$ cat config.mk
export PLATFORM = sky130hd
export DESIGN_NAME = bin_to_bcd_seq
export DESIGN_NICKNAME = d
export VERILOG_FILES = /design/src/rtl/bcd_pkg.sv /design/src/rtl/bcd_digit_adj.sv /design/src/rtl/bin_to_bcd_seq.sv
export SDC_FILE = /design/constraint.sdc
export NUM_CORES = 1
export LEC_CHECK = 0
export ABC_AREA = 1
export BUFFER_PORTS_ARGS = -buffer_cell sky130_fd_sc_hd__buf_2
export CORE_UTILIZATION = 50
export CTS_CLUSTER_DIAMETER = 200
export DETAILED_ROUTE_END_ITERATION = 10
export PLACE_DENSITY = 0.77
export SETUP_SLACK_MARGIN = 0.3
export SLEW_MARGIN = 25
export SYNTH_ARGS = -nofsm -noshare
export SYNTH_HDL_FRONTEND = slang
export SYNTH_SLANG_ARGS = --single-unit
$ cat constraint.sdc
create_clock -name clk -period 1.5 [get_ports clk]
set_clock_uncertainty 0.2 [all_clocks]
set_input_delay 0.15 -clock clk [delete_from_list [all_inputs] [get_ports clk]]
set_output_delay 0.15 -clock clk [all_outputs]
set_load 0.02 [all_outputs]
$ cat src/rtl/bcd_pkg.sv
// Shared constants and types for the sequential binary-to-BCD converter.
package bcd_pkg;

    localparam int BCD_DIGIT_W = 4;

    // Double-dabble digit correction: add 3 to any digit >= 5 before a shift.
    localparam logic [BCD_DIGIT_W-1:0] ADJ_THRESH = 4'd5;
    localparam logic [BCD_DIGIT_W-1:0] ADJ_ADD    = 4'd3;

    typedef enum logic {
        ST_IDLE  = 1'b0,
        ST_SHIFT = 1'b1
    } state_t;

    // Ceiling log2, minimum 1; sizes the iteration counter as clog2(WIDTH+1).
    function automatic int clog2(input int n);
        int r;
        r = 0;
        for (int v = n - 1; v > 0; v = v >> 1) r++;
        return (r == 0) ? 1 : r;
    endfunction

endpackage

$ cat src/rtl/bcd_digit_adj.sv
// Single BCD digit correction cell: din + 3 when din >= 5, else din.
module bcd_digit_adj
    import bcd_pkg::*;
(
    input  logic [BCD_DIGIT_W-1:0] din,
    output logic [BCD_DIGIT_W-1:0] dout
);

    // Pure combinational add-3 correction
    always_comb begin
        dout = din;
        if (din >= ADJ_THRESH) dout = din + ADJ_ADD;
    end

endmodule

$ cat src/rtl/bin_to_bcd_seq.sv
// Iterative shift-and-add-3 binary-to-BCD converter, one input bit per clock.
// start/done handshake; results only change on the done cycle.
// Optional macro BCD_SIGNED_EN: treat bin as two's complement, convert the
// magnitude and report the sign on neg.
module bin_to_bcd_seq
    import bcd_pkg::*;
#(
    parameter int WIDTH  = 8,
    parameter int DIGITS = 3
) (
    input  logic                          clk,
    input  logic                          rst_n,
    input  logic                          start,
    input  logic [WIDTH-1:0]              bin,
    output logic                          busy,
    output logic                          done,
    output logic [BCD_DIGIT_W*DIGITS-1:0] bcd,
    output logic                          ovf,
    output logic                          neg
);

    localparam int BCD_W = BCD_DIGIT_W * DIGITS;
    localparam int CNT_W = clog2(WIDTH + 1);

    state_t             state_q, state_d;
    logic [WIDTH-1:0]   shreg_q, shreg_d;
    logic [BCD_W-1:0]   scratch_q, scratch_d;
    logic               sticky_q, sticky_d;
    logic [CNT_W-1:0]   count_q, count_d;
    logic [BCD_W-1:0]   bcd_q, bcd_d;
    logic               ovf_q, ovf_d;
    logic               done_q, done_d;

    logic [BCD_W-1:0]   adj;
    logic [BCD_W-1:0]   scratch_sh;
    logic               carry_out;
    logic [WIDTH-1:0]   load_val;
    logic               load_sign;
    logic               last;

    // Every digit is corrected in parallel before the shift
    for (genvar g = 0; g < DIGITS; g++) begin : g_adj
        bcd_digit_adj u_adj (
            .din  (scratch_q[g*BCD_DIGIT_W +: BCD_DIGIT_W]),
            .dout (adj[g*BCD_DIGIT_W +: BCD_DIGIT_W])
        );
    end

    // The bit leaving the top digit has weight 10^DIGITS; dropping it keeps the result mod 10^DIGITS
    assign {carry_out, scratch_sh} = {adj, shreg_q[WIDTH-1]};
    assign last                    = (count_q == CNT_W'(1));

`ifdef BCD_SIGNED_EN
    logic sign_q, sign_d;
    logic neg_q, neg_d;

    // Negate at load so the iteration count is unchanged; -2^(W-1) maps to 2^(W-1) unsigned
    always_comb begin
        load_sign = bin[WIDTH-1];
        load_val  = load_sign ? ('0 - bin) : bin;
    end
`else
    always_comb begin
        load_sign = 1'b0;
        load_val  = bin;
    end
`endif

    // State and datapath registers
    always_ff @(posedge clk or negedge rst_n) begin
        if (!rst_n) begin
            state_q   <= ST_IDLE;
            shreg_q   <= '0;
            scratch_q <= '0;
            sticky_q  <= 1'b0;
            count_q   <= '0;
            bcd_q     <= '0;
            ovf_q     <= 1'b0;
            done_q    <= 1'b0;
`ifdef BCD_SIGNED_EN
            sign_q    <= 1'b0;
            neg_q     <= 1'b0;
`endif
        end else begin
            state_q   <= state_d;
            shreg_q   <= shreg_d;
            scratch_q <= scratch_d;
            sticky_q  <= sticky_d;
            count_q   <= count_d;
            bcd_q     <= bcd_d;
            ovf_q     <= ovf_d;
            done_q    <= done_d;
`ifdef BCD_SIGNED_EN
            sign_q    <= sign_d;
            neg_q     <= neg_d;
`endif
        end
    end

    // Next-state: IDLE waits for start, SHIFT runs WIDTH iterations
    always_comb begin
        state_d = state_q;
        case (state_q)
            ST_IDLE:  if (start) state_d = ST_SHIFT;
            ST_SHIFT: if (last)  state_d = ST_IDLE;
            default:             state_d = ST_IDLE;
        endcase
    end

    // Datapath and result updates; results are committed only on the final shift
    always_comb begin
        shreg_d   = shreg_q;
        scratch_d = scratch_q;
        sticky_d  = sticky_q;
        count_d   = count_q;
        bcd_d     = bcd_q;
        ovf_d     = ovf_q;
        done_d    = 1'b0;
`ifdef BCD_SIGNED_EN
        sign_d    = sign_q;
        neg_d     = neg_q;
`endif
        case (state_q)
            ST_IDLE: begin
                if (start) begin
                    shreg_d   = load_val;
                    scratch_d = '0;
                    sticky_d  = 1'b0;
                    count_d   = CNT_W'(WIDTH);
`ifdef BCD_SIGNED_EN
                    sign_d    = load_sign;
`endif
                end
            end
            ST_SHIFT: begin
                shreg_d   = shreg_q << 1;
                scratch_d = scratch_sh;
                sticky_d  = sticky_q | carry_out;
                count_d   = count_q - CNT_W'(1);
                if (last) begin
                    bcd_d  = scratch_sh;
                    ovf_d  = sticky_q | carry_out;
                    done_d = 1'b1;
`ifdef BCD_SIGNED_EN
                    neg_d  = sign_q;
`endif
                end
            end
            default: ;
        endcase
    end

    assign busy = (state_q == ST_SHIFT);
    assign done = done_q;
    assign bcd  = bcd_q;
    assign ovf  = ovf_q;
`ifdef BCD_SIGNED_EN
    assign neg  = neg_q;
`else
    assign neg  = 1'b0 & load_sign;
`endif

endmodule
Word level (Yosys, flattened, before mapping). Cells that the tools add are included.

Flip-flop bits (word level): 40. Input bits: 11. Logic and storage cells: 36.

Add/sub/neg operators: 4. Order comparisons: 3. Eq/ne operators: 2. Multiplexer cells: 16. Bitwise logic cells: 2. Reductions and logical operators: 1.

Operators by type and width (count): 12-bit one-hot mux with 2 select lines (1); 4-bit 2-to-1 mux (4); 8-bit one-hot mux with 2 select lines (1); 4-bit by 2-bit adder with 4-bit output, second input constant (3); 4-bit by 3-bit greater-or-equal comparator with 1-bit output, second input constant (3); 12-bit 2-to-1 mux (1); 8-bit 2-to-1 mux (1); 4-bit one-hot mux with 2 select lines (1); 1-bit 2-to-1 mux (5); 4-bit by 1-bit == test with 1-bit output, second input constant (1); 1-bit one-hot mux with 2 select lines (2); 4-bit by 1-bit subtractor with 4-bit output, second input constant (1); 2-bit != test, second input constant (1); 2-bit AND reduction (1); 1-bit NOT (1); 1-bit OR (1).

Depth between registers and ports, before layout.
Depth in word-level cells: 4. Mapped depth: 10. Mapped depth without buffers: 10.

Cells and area by module. From an unflattened synthesis, not the netlist that was laid out.

Cell total of the unflattened synthesis: 263. Area, all modules: 2120.8 sq um.

By module, submodules not included: bin_to_bcd_seq (times used 1, cells an instance 194, area each 1715.4 sq um, seq. area each 1001.0 sq um); bcd_digit_adj (times used 3, cells an instance 23, area each 135.1 sq um, seq. area each 0.0 sq um).

Worst setup path after synthesis. No wires, ideal clock.

Kind: register -> register. Start point: register scratch_q[0]. End point: register scratch_q[1]. Library setup time: 0.066 ns. Data arrival time: 1.252 ns. Data required time: 1.234 ns. Path slack: -0.018 ns. Stages on the path, launching flop included: 9. Path buffers: 0. Clock period less this slack: 1.518 ns. Path through: dfrtp_1 -> inv_1 -> ha_1 -> inv_1 -> o21ai_0 -> nand2_1 -> nand2_1 -> nand3_1 -> nand2_1.

Word-level cells in the longest chain between the ends: 3. Elaborated cells on any way between the ends: 4. Those cells by class: add/sub (1); order compare (1); mux (2).

RTL lines: start: declaration (RTL line bin_to_bcd_seq.sv:27) `logic [BCD_W-1:0] scratch_q, scratch_d;`; start signal: assignment (RTL line bin_to_bcd_seq.sv:87) `scratch_q <= scratch_d;`; 4-bit by 2-bit adder with 4-bit output or 4-bit by 3-bit greater-or-equal comparator with 1-bit output (tied branches) (RTL line bcd_digit_adj.sv:12) `if (din >= ADJ_THRESH) dout = din + ADJ_ADD;`; 4-bit 2-to-1 mux * (RTL line bcd_digit_adj.sv:12); 12-bit one-hot mux with 2 select lines * (RTL line bin_to_bcd_seq.sv:123) `case (state_q)`.

Every way passes the cells marked *; elsewhere a longest branch is shown, timed or not. A chain may end at the register's enable or synchronous reset.

Final worst setup path.
Start point: register count_q[1]. End point: register bcd_q[5] (netlist: bcd[5]).

Word-level cells in the longest chain between the ends: 2.

RTL lines: start: declaration (RTL line bin_to_bcd_seq.sv:29) `logic [CNT_W-1:0] count_q, count_d;`; start signal: assignment (RTL line bin_to_bcd_seq.sv:89) `count_q <= count_d;`; 4-bit by 1-bit == test with 1-bit output (RTL line bin_to_bcd_seq.sv:51) `assign last = (count_q == CNT_W'(1));`; 2-bit AND reduction (no source line); end signal: assignment (RTL line bin_to_bcd_seq.sv:77) `bcd_q <= '0;`; end signal: assignment (RTL line bin_to_bcd_seq.sv:90) `bcd_q <= bcd_d;`; end: declaration (RTL line bin_to_bcd_seq.sv:30) `logic [BCD_W-1:0] bcd_q, bcd_d;`.

Every way passes these cells.

==> results_tabular.tex <==
\begin{tabular}{lr}
\hline
Metric & Value \\
\hline
\multicolumn{2}{l}{\textbf{Timing}} \\
Slew Viols, Final & 0 \\
Setup TNS after final layout & -995.5 ps \\
Final worst setup slack & -130.2 ps \\
Crit path time final & 1630 ps \\
RSZ-0062 raised after global routing & yes \\
Total setup violations reported at the end of the flow & 17 \\
Maximum clock frequency & 0.6134 GHz \\
Number of endpoints with negative hold slack in the final report & 0 \\
Crit share post-route & 108.7\% \\
\multicolumn{2}{l}{\textbf{Setup path}} \\
CP Cell Sequence & inv\_2 -> ha\_4 -> nand2\_4 -> nor3\_4 -> buf\_6 -> buf\_4 -> buf\_6 -> nand3\_1 -> nand2\_1 \\
Endpoint of the most critical register-to-register path & bcd[5]\$\_DFFE\_PN0P\_ \\
Setup slack, reg-to-reg & -130 ps \\
Cell repeated most along the worst path & sky130\_fd\_sc\_hd\_\_buf\_6 \\
CP required & 1540 ps \\
Start-to-end type of the worst setup path & reg -> reg \\
Worst-path cell with the longest stage delay & sky130\_fd\_sc\_hd\_\_dfrtp\_1 \\
Startpoint type of the worst setup path & register \\
Largest fanout of any net on the critical path & 6 \\
Maximum single-stage delay on the critical path & 400 ps \\
Sort of element at the end of the critical path & register \\
Launch point of the worst reg-to-reg path & count\_q[1]\$\_DFFE\_PN0P\_ \\
Cell depth of the worst flop-to-flop path & 9 \\
Arrival time worst endpoint & 1670 ps \\
\multicolumn{2}{l}{\textbf{Floorplanning}} \\
Effective utilization at floorplan & 54.51\% \\
\# rows & 21 \\
Width of the die & 63.49 µm \\
Number of ports placed on the die boundary & 27 \\
Area inside the core boundary & 0.003468 mm² \\
DIE AREA & 0.004031 mm² \\
Chip height & 63.49 µm \\
\multicolumn{2}{l}{\textbf{Clocking}} \\
CTS tree & built \\
Clock slew at reported path FFs & 80 ps \\
Number of clock buffers inserted by TritonCTS & 5 \\
Skew-Pair Late Insertion Delay & 290 ps \\
Cell at the root of the clock tree & sky130\_fd\_sc\_hd\_\_clkbuf\_8 \\
Number of clock sinks seen by CTS & 40 \\
Depth of the CTS H-tree & 2 \\
Maximum buffer depth of the clock tree & 2 \\
\multicolumn{2}{l}{\textbf{Run status}} \\
Run status & finished with violations \\
Failing checks & negative setup slack \\
\multicolumn{2}{l}{\textbf{Final layout}} \\
Layout net count & 327 \\
Number of filler cells placed in the layout & 143 \\
Area used by multi-input combinational logic & 0.001179 mm² \\
Storage element area & 0.001005 mm² \\
Non-filler instance count after layout & 355 \\
Fraction of final layout cells sized beyond drive strength 1 & 56.96\% \\
Area growth from synthesis to layout & 64.46\% \\
Antenna diode instance count & 0 \\
\multicolumn{2}{l}{\textbf{Global route}} \\
Maximum number of pins on one net before global-route repair & 20 \\
Global-route wire length before repair & 8.045 mm \\
Global route overflow & 0 \\
Overall fraction of global-route tracks in use & 26.36\% \\
Vias in the first global route & 1758 \\
Antenna violations before repair & 0 \\
\multicolumn{2}{l}{\textbf{Detailed routing}} \\
Via-per-instance ratio & 5.851 \\
Number of remaining DRC errors & 0 \\
Overall routed net length & 7.235 mm \\
Average routed wire per standard cell & 20.38 µm \\
Antenna violation net count after detailed routing & 0 \\
Iter 0 DRT Violations & 211 \\
Number of detailed-route iterations in the first pass & 5 \\
Vias after detailed routing & 2077 \\
\multicolumn{2}{l}{\textbf{Placed design}} \\
HPWL Detailed & 2.715 mm \\
Placer Congestion & 0.9321 \\
DP Worst Slack & -19.89 ps \\
\# port buffers & 25 \\
DP Cell Count & 303 \\
\multicolumn{2}{l}{\textbf{Worst hold path}} \\
Hold Startpoint & start \\
Worst Hold Path EP & scratch\_q[11]\$\_DFFE\_PN0P\_ \\
Class of the most critical hold timing path & in -> reg \\
Cell count of the worst hold path & 4 \\
\multicolumn{2}{l}{\textbf{Yosys}} \\
Avg Inst Size Synth & 8.365 µm² \\
Cells after Synth & 226 \\
Synthesis Warnings & 0 \\
Register bit total from synthesis & 40 \\
Netlist area before placement & 0.001891 mm² \\
Sequential-to-total area share from yosys stat & 52.95\% \\
Net count after synthesis & 245 \\
Post-synthesis cell type count & 19 \\
\multicolumn{2}{l}{\textbf{Job}} \\
Max Cap Violations & 0 \\
\multicolumn{2}{l}{\textbf{Power and ir drop}} \\
Reported leakage power & 0.001570 µW \\
Worst IR drop on VDD & 0.001338 V \\
Areal power density over the cells & 2501 mW/mm² \\
\hline
\end{tabular}
==> stage by stage <==
stage | area [µm²] | power (µW) | hold slack, ps | utilization [%]
detailed placement | 2191 | 4460 | -73.14 | 63.17
global route | 3109 | 8127 | 87.55 | 89.65
CTS | 2591 | 5831 | 54.80 | 74.71
finish | 3109 | 7777 | 76.06 | 89.65
floorplan | 1946 | 3691 | -345.6 | -
global placement | 2191 | 4378 | -79.51 | 63.17
==> Yosys cell counts <==
cell	number	area share, %
sky130_fd_sc_hd__a21oi_1	3	0.79
sky130_fd_sc_hd__a22o_1	1	0.46
sky130_fd_sc_hd__a22oi_1	6	2.4
sky130_fd_sc_hd__a31oi_1	1	0.33
sky130_fd_sc_hd__buf_2	3	0.79
sky130_fd_sc_hd__buf_4	2	0.79
sky130_fd_sc_hd__clkbuf_1	2	0.40
sky130_fd_sc_hd__conb_1	1	0.20
sky130_fd_sc_hd__dfrtp_1	40	53
sky130_fd_sc_hd__ha_1	8	5.3
sky130_fd_sc_hd__inv_1	22	4.4
sky130_fd_sc_hd__inv_2	2	0.40
sky130_fd_sc_hd__nand2_1	87	17
sky130_fd_sc_hd__nand3_1	24	6.4
sky130_fd_sc_hd__nor2_1	4	0.79
sky130_fd_sc_hd__nor3_4	1	0.86
sky130_fd_sc_hd__o211ai_1	2	0.79
sky130_fd_sc_hd__o21ai_0	13	3.4
sky130_fd_sc_hd__o22ai_1	4	1.3
==> logic make-up after synthesis <==
group / synth area share (%)
flops: 52.95
simple gates: 25.28
fa+ha+maj: 5.295
buf+inv: 6.750
compound gates: 9.529
other cells: 0.1984
==> timing repair <==
action | in CTS | in global routing
setup buffers | 13 | 18
endpoints found under the hold margin | 48 | 0
cloned | 1 | 3
endpoints found under the setup margin | 41 | 52
pin swaps | 6 | 28
gates resized for setup | 47 | 102
hold buffers | 9 | 0
==> layout make-up <==
class	count	share of cell area (%)
Timing Repair Buffer	80	21.49
Tap cell	46	1.851
Inverter	24	3.380
Clock buffer	7	2.455
Sequential cell	40	32.31
Timing Repair inverter	2	0.4427
Clock inverter	1	0.1610
Multi-Input combinational cell	155	37.91
==> cells in the final DEF (no fill, tap or decap), drive strengths merged <==
master	Yosys	routed
nand3	24	24
clkinv	0	2
a22o	1	1
dlygate4sd3	0	9
a31oi	1	1
clkbuf	2	7
nand2	87	87
o211ai	2	2
o21ai	13	13
a22oi	6	6
nor3	1	1
dfrtp	40	40
conb	1	1
ha	8	8
clkinvlp	0	1
buf	5	71
nor2	4	4
o22ai	4	4
a21oi	3	3
inv	24	24
==> critical path, delay by kind of cell (launching register included) <==
| family | cells | cell delay [ps] |
|---|---|---|
| buf+inv | 4 | 460 |
| flops | 1 | 400 |
| simple gates | 4 | 390 |
| fa+ha+maj | 1 | 140 |
==> where the power goes <==
group          total (µW)  leakage (µW)  switching, µW  internal [µW]
registers            2090      0.000496            511           1580
logic                4990       0.00103           2830           2150
clock network         705     0.0000422            378            327
==> worst max-delay path by stage <==
stage                           startpoint             endpoint  slack, ps  depth (start not counted)
finish              count_q[1]$_DFFE_PN0P_   bcd[5]$_DFFE_PN0P_       -130                          9
global route        count_q[1]$_DFFE_PN0P_   bcd[5]$_DFFE_PN0P_       -170                          9
CTS                 count_q[1]$_DFFE_PN0P_   bcd[3]$_DFFE_PN0P_         40                          7
detailed placement  count_q[1]$_DFFE_PN0P_   bcd[3]$_DFFE_PN0P_        -20                          6
global placement    count_q[1]$_DFFE_PN0P_   bcd[0]$_DFFE_PN0P_         50                          7
floorplan           count_q[1]$_DFFE_PN0P_  bcd[10]$_DFFE_PN0P_         40                          8
==> layer usage <==
layer | track usage, % | share of wire [%] | vias to the layer above
met3 | 4.710 | 6.4 | 43
met1 | 31.10 | 38 | 1016
li1 | - | - | 891
met5 | 0 | 0 | -
met2 | 45.61 | 51 | 127
met4 | 13.07 | 5.1 | 0
==> sequential cells by signal, summed over array words and instances (netlist names) <==
name / cells
ovf: 1
count_q: 4
busy: 1
done: 1
scratch_q: 12
sticky_q: 1
bcd: 12
shreg_q: 8
(Power assumes the default switching activity.)
